$ cat src/rtl/load_store_unit.sv
// Load/store unit between the MEM stage and a word-addressed data memory.
// Big-endian lane select, sign/zero extension, sub-word RMW, misalign detect.
module load_store_unit #(
    parameter int BADDR_W = 10,
    parameter int WADDR_W = 8
) (
    input  logic               CLK,
    input  logic               RST_N,
    input  logic               req_valid,
    output logic               req_ready,
    input  logic               req_we,
    input  logic [1:0]         req_size,
    input  logic               req_signed,
    input  logic [BADDR_W-1:0] req_addr,
    input  logic [31:0]        req_wdata,
    output logic               resp_valid,
    output logic [31:0]        resp_rdata,
    output logic               resp_err,
    output logic [WADDR_W-1:0] mem_addr,
    output logic               mem_rd,
    output logic               mem_wr,
    output logic [31:0]        mem_wdata,
    input  logic [31:0]        mem_rdata
);

    typedef enum logic [1:0] {
        S_IDLE,
        S_RD,
        S_WR,
        S_DONE
    } state_t;

    state_t               r_state;
    state_t               w_next;
    logic                 r_we;
    logic [1:0]           r_size;
    logic                 r_signed;
    logic [BADDR_W-1:0]   r_addr;
    logic [31:0]          r_wdata;
    logic [31:0]          r_word;
    logic                 r_err;
    logic [WADDR_W-1:0]   r_maddr;

    logic                 w_accept;
    logic                 w_misal;
    logic [WADDR_W-1:0]   w_waddr;
    logic [4:0]           w_bsh;
    logic [4:0]           w_hsh;
    logic [7:0]           w_byte;
    logic [15:0]          w_half;
    logic [31:0]          w_bmask;
    logic [31:0]          w_hmask;
    logic [31:0]          w_load;
    logic [31:0]          w_merge;

    assign w_accept = req_valid & req_ready;
    assign w_misal  = ((req_size == 2'b01) & req_addr[0]) |
                      (req_size[1] & (req_addr[1:0] != 2'b00));
    assign w_waddr  = r_addr[2 +: WADDR_W];

    // Big-endian lanes: byte offset 0 and half offset 0 sit in the MSBs,
    // so the right-shift amount is the inverted offset.
    assign w_bsh   = {~r_addr[1:0], 3'b000};
    assign w_hsh   = {~r_addr[1], 4'b0000};
    assign w_byte  = 8'(r_word >> w_bsh);
    assign w_half  = 16'(r_word >> w_hsh);
    assign w_bmask = 32'h0000_00FF << w_bsh;
    assign w_hmask = 32'h0000_FFFF << w_hsh;

    // Right-justify the addressed lane and extend it
    always_comb begin
        w_load = r_word;
        unique case (r_size)
            2'b00:   w_load = {{24{r_signed & w_byte[7]}}, w_byte};
            2'b01:   w_load = {{16{r_signed & w_half[15]}}, w_half};
            default: w_load = r_word;
        endcase
    end

    // Replace only the addressed lane of the captured word
    always_comb begin
        w_merge = r_wdata;
        unique case (r_size)
            2'b00:   w_merge = (r_word & ~w_bmask) |
                               (({24'h0, r_wdata[7:0]} << w_bsh) & w_bmask);
            2'b01:   w_merge = (r_word & ~w_hmask) |
                               (({16'h0, r_wdata[15:0]} << w_hsh) & w_hmask);
            default: w_merge = r_wdata;
        endcase
    end

    // State register
    always_ff @(posedge CLK) begin
        if (!RST_N) begin
            r_state <= S_IDLE;
        end else begin
            r_state <= w_next;
        end
    end

    // Latch the request on accept
    always_ff @(posedge CLK) begin
        if (!RST_N) begin
            r_we     <= 1'b0;
            r_size   <= 2'b00;
            r_signed <= 1'b0;
            r_addr   <= '0;
            r_wdata  <= 32'h0;
            r_err    <= 1'b0;
        end else if (w_accept) begin
            r_we     <= req_we;
            r_size   <= req_size;
            r_signed <= req_signed;
            r_addr   <= req_addr;
            r_wdata  <= req_wdata;
            r_err    <= w_misal;
        end
    end

    // Capture read data and remember the last word address driven
    always_ff @(posedge CLK) begin
        if (!RST_N) begin
            r_word  <= 32'h0;
            r_maddr <= '0;
        end else begin
            if (r_state == S_RD) begin
                r_word <= mem_rdata;
            end
            if ((r_state == S_RD) || (r_state == S_WR)) begin
                r_maddr <= w_waddr;
            end
        end
    end

    // Next state and all outputs decoded from state
    always_comb begin
        w_next     = r_state;
        req_ready  = 1'b0;
        mem_rd     = 1'b0;
        mem_wr     = 1'b0;
        mem_addr   = r_maddr;
        mem_wdata  = 32'h0;
        resp_valid = 1'b0;
        resp_err   = 1'b0;
        resp_rdata = 32'h0;
        unique case (r_state)
            S_IDLE: begin
                req_ready = RST_N;
                if (req_valid & RST_N) begin
                    if (w_misal) begin
                        w_next = S_DONE;
                    end else if (req_we & req_size[1]) begin
                        w_next = S_WR;
                    end else begin
                        w_next = S_RD;
                    end
                end
            end
            S_RD: begin
                mem_rd   = 1'b1;
                mem_addr = w_waddr;
                w_next   = r_we ? S_WR : S_DONE;
            end
            S_WR: begin
                mem_wr    = RST_N;
                mem_addr  = w_waddr;
                mem_wdata = w_merge;
                w_next    = S_DONE;
            end
            S_DONE: begin
                resp_valid = 1'b1;
                resp_err   = r_err;
                resp_rdata = (r_err | r_we) ? 32'h0 : w_load;
                w_next     = S_IDLE;
            end
            default: w_next = S_IDLE;
        endcase
    end

endmodule

$ cat config.mk
export PLATFORM = sky130hd
export DESIGN_NAME = load_store_unit
export DESIGN_NICKNAME = d
export VERILOG_FILES = /design/src/rtl/load_store_unit.sv
export SDC_FILE = /design/constraint.sdc
export NUM_CORES = 1
export LEC_CHECK = 0
export BUFFER_PORTS_ARGS = -buffer_cell sky130_fd_sc_hd__buf_2
export CAP_MARGIN = 10
export CORE_MARGIN = 5
export CORE_UTILIZATION = 25
export CTS_CLUSTER_SIZE = 30
export DETAILED_ROUTE_END_ITERATION = 10
export HOLD_SLACK_MARGIN = 0.03
export PLACE_DENSITY = 0.55
export SLEW_MARGIN = 30
export SYNTH_ARGS = -nofsm -noshare
export SYNTH_HDL_FRONTEND = slang
export SYNTH_SLANG_ARGS = --single-unit
$ cat constraint.sdc
create_clock -name CLK -period 2.07 [get_ports CLK]
set_input_delay 0 -clock CLK [delete_from_list [all_inputs] [get_ports CLK]]
set_output_delay 0 -clock CLK [all_outputs]
set_load 0.02 [all_outputs]
==> results.py <==
metrics = {
    "synthesis": {
        "synth_top_cell_area_share_pct": 37.2,
        "synth_compound_area_share_pct": 21.0,
        "synth-edff-count": 0,
        "synth_top_family_by_area": "simple AND/OR/NAND/NOR gates",
        "async_flop_share_pct": 0,
        "yosys.area_share.adder_pct": 1.31,
        "syn_nets": 700,
        "synthFlopType": "dfxtp_1",
        "synthDistinctLibCells": 42,
        "postSynthAreaPerCell_um2": 7.80,
        "synthXorXnorAreaFrac_pct": 0,
        "yosysWarnings": 0,
        "ys_ff_latch": 89,
        "synth_area_leader_cell": "dfxtp_1",
        "synth.most_common_cell": "nand2_1",
        "synth-simple-area-share_pct": 23.0,
        "synthTopCellsByArea": "dfxtp_1, nand2_1, o21ai_0, mux2i_1, nor2b_1",
        "ys_seq_area_share_pct": 37.2,
        "synth.area.mux_share_pct": 11.5,
        "synthTopCellsByCount": "nand2_1, dfxtp_1, o21ai_0, nor2b_1, mux2i_1",
        "syn_inst": 614,
        "syn_area_um2": 4790,
    },
    "critical_path": {
        "rrSetupSlack_ns": 0.42,
        "timing.critical_path.buf_inv": 4,
        "crit_path_cell_trace": "buf_6 -> inv_1 -> o21ai_4 -> buf_4 -> a222oi_1 -> nor2_1 -> buf_2",
        "crit_path_top_delay_cell": "dfxtp_4",
        "worst_r2r_path_depth": 4,
        "critPathCaptureType": "primary output",
        "critPathTopFamily": "buffers and inverters",
        "worstSetupPathType": "reg2out",
        "crit_fanout": 11,
        "required_ns": 2.07,
        "reg2reg_from": "r_state[1]",
        "worst_r2r_endpoint": "r_maddr[7]",
        "setup.worst_path.start_class": "flip-flop",
        "cp_slowest_stage_delay_ns": 0.41,
        "arrival_ns": 1.97,
    },
    "sta": {
        "rsz0062_at_grt": "no",
        "setup_viol": 0,
        "setup_tns_ns": 0,
        "worstMarginPinSlew_ns": 0.600,
        "final_hold_viol_count": 0,
        "clock.fmax_mhz": 508,
        "timing.final.crit_share_pct": 95.1,
        "skew_ns": 0.00504,
        "slew_violations": 0,
        "relSlewSlack_pct": 59.9,
        "min_period_ns": 1.97,
    },
    "route": {
        "first_pass_iters": 6,
        "wl_um": 19200,
        "ant_nets": 0,
        "wire_per_inst_um": 17.8,
        "drt_iter0_markers": 404,
        "drc": 0,
        "viasPerCell": 4.79,
        "vias": 5171,
    },
    "global_routing": {
        "grt_usage_pct": 16.9,
        "gr-total-overflow": 0,
        "grt_pass1_wl_um": 28500,
        "antenna_found_initial": 0,
        "grt_pass1_vias": 4967,
        "grt_max_degree": 55,
    },
    "worst_hold_path": {
        "min_to": "r_addr[5]",
        "hold_start": "RST_N",
        "holdCritPathClass": "in2reg",
        "whs_path_depth": 4,
    },
    "finish": {
        "fillers": 1986,
        "diodes": 0,
        "nets": 927,
        "area_growth_pct": 48.5,
        "drive_gt1_share_pct": 28.1,
        "regArea_um2": 1790,
        "multi_input_area_um2": 2780,
    },
    "clock_tree": {
        "post_cts.repair.setup_buffers": 0,
        "clk_pin_slew_ns": 0.07,
        "cts_tree": "done",
        "cts_sinks": 89,
        "cts-root-buf": "clkbuf_16",
        "clockBufferDepth": 2,
        "clk_latency_ns": 0.35,
        "cts_buffers": 9,
        "htree_levels": 3,
    },
    "power_and_ir_drop": {
        "p_leak_uw": 0.00295,
        "vdd.ir_drop.worst_uv": 419,
        "power_uw": 7810,
        "p_per_area_nw_per_um2": 1100,
    },
    "place": {
        "io_buffer_count": 157,
        "place_congestion": 0.883,
        "dp_hpwl_um": 14300,
    },
    "floorplanning": {
        "die_area_um2": 22000,
        "rows": 50,
        "start_util_pct": 25.5,
        "pin_count": 158,
        "coreArea_um2": 18800,
        "fp.dieH_um": 148,
        "die_x_um": 148,
    },
    "outcome": {
        "status": "finished, final reports clean",
    },
    "flow_run": {
        "drv_cap": 0,
    },
}
[final cells by class]
cell class                      count  share of cell area [%]
Sequential cell                    89                    25.2
Multi-Input combinational cell    458                    39.1
Clock inverter                      7                    1.65
Tap cell                          234                    4.12
Timing Repair Buffer              261                    25.6
Inverter                           22                    1.18
Clock buffer                        9                    3.17
[per-layer routing]
layer  part of all wire [%]  up-vias  global-route usage, %  wire (µm)
met1                     44     2377                   21.7       8460
met3                    5.8       33                   3.17       1120
met5                      0        -                      0          0
met2                     47      185                   28.2       9130
li1                       -     2576                      -          -
met4                    2.7        0                   6.51        516
[worst max path at each step]
stage	start	to	slack, ns	cells past startpoint
6_report	r_addr[1]	resp_rdata[2]	0.10	7
5_1_grt	r_size[0]	mem_wdata[1]	0.003	5
4_1_cts	r_addr[1]	resp_rdata[14]	0.01	4
3_5_place_dp	r_addr[1]	mem_wdata[9]	0.16	5
3_3_place_gp	r_addr[1]	mem_wdata[9]	0.22	5
2_1_floorplan	r_state[0]	resp_rdata[7]	0.30	5
[where the power goes]
part	switching, µW	leakage, µW	internal, µW
combinational	1890	0.00205	1420
clock	739	0.000170	1180
sequential	485	0.000731	2100
[tightest hold or removal path, cell delays in order]
cell and delay [ns]:
buf_2 0.11, buf_4 0.25, nand2_1 0.10, o21ai_0 0.06
[kinds of logic (layout without fill, tap and decap cells)]
kind of cell	count (synthesis)	in the layout
compound gates	164	164
fa+ha+maj	5	5
buf+inv	67	299
flops	89	89
mux	52	52
simple gates	237	237
[through the flow]
step                hold slack, ns  setup WS, ns  instance area (µm²)  util [%]  instances
finish                       0.215         0.102                 7110      37.9       1080
global route                 0.235       0.00303                 7110      37.9       1080
CTS                          0.209        0.0150                 7060      37.6       1080
detailed placement           0.198         0.163                 5910      31.5        985
global placement             0.193         0.216                 5910      31.5        985
floorplan                    0.109         0.299                 4790         -        614
[placed cells by master (no fill, tap or decap), types with 2 or more instances in the layout]
master / n
buf_2: 156
nand2_1: 138
dfxtp_1: 84
dlygate4sd3_1: 79
o21ai_0: 72
nor2b_1: 42
mux2i_1: 35
a21oi_1: 34
inv_1: 21
buf_4: 21
mux2_2: 16
a31oi_1: 15
a222oi_1: 14
nor2_1: 12
and2_1: 12
or3_1: 9
clkbuf_16: 9
o221ai_1: 8
and3_1: 6
a21boi_0: 6
nor2_2: 4
buf_12: 4
clkinv_2: 3
a21boi_1: 3
bufinv_16: 3
dfxtp_2: 3
nand2b_1: 2
nor3_1: 2
o21ai_1: 2
or2_2: 2
o22ai_1: 2
ha_2: 2
ha_1: 2
dfxtp_4: 2
[state kept, by name (all words and copies together), names as in the netlist]
register	count
r_addr	10
r_err	1
r_maddr	8
r_signed	1
r_size	2
r_state	2
r_wdata	32
r_we	1
r_word	32
[what timing repair did]
action	in CTS	in global routing
hold buffers	79	0
gates resized for setup	10	13
endpoints found under the setup margin	53	27
hold endpoints to repair	80	0
pin swaps	0	1
Note: power is estimated with default switching activity, not from simulation.
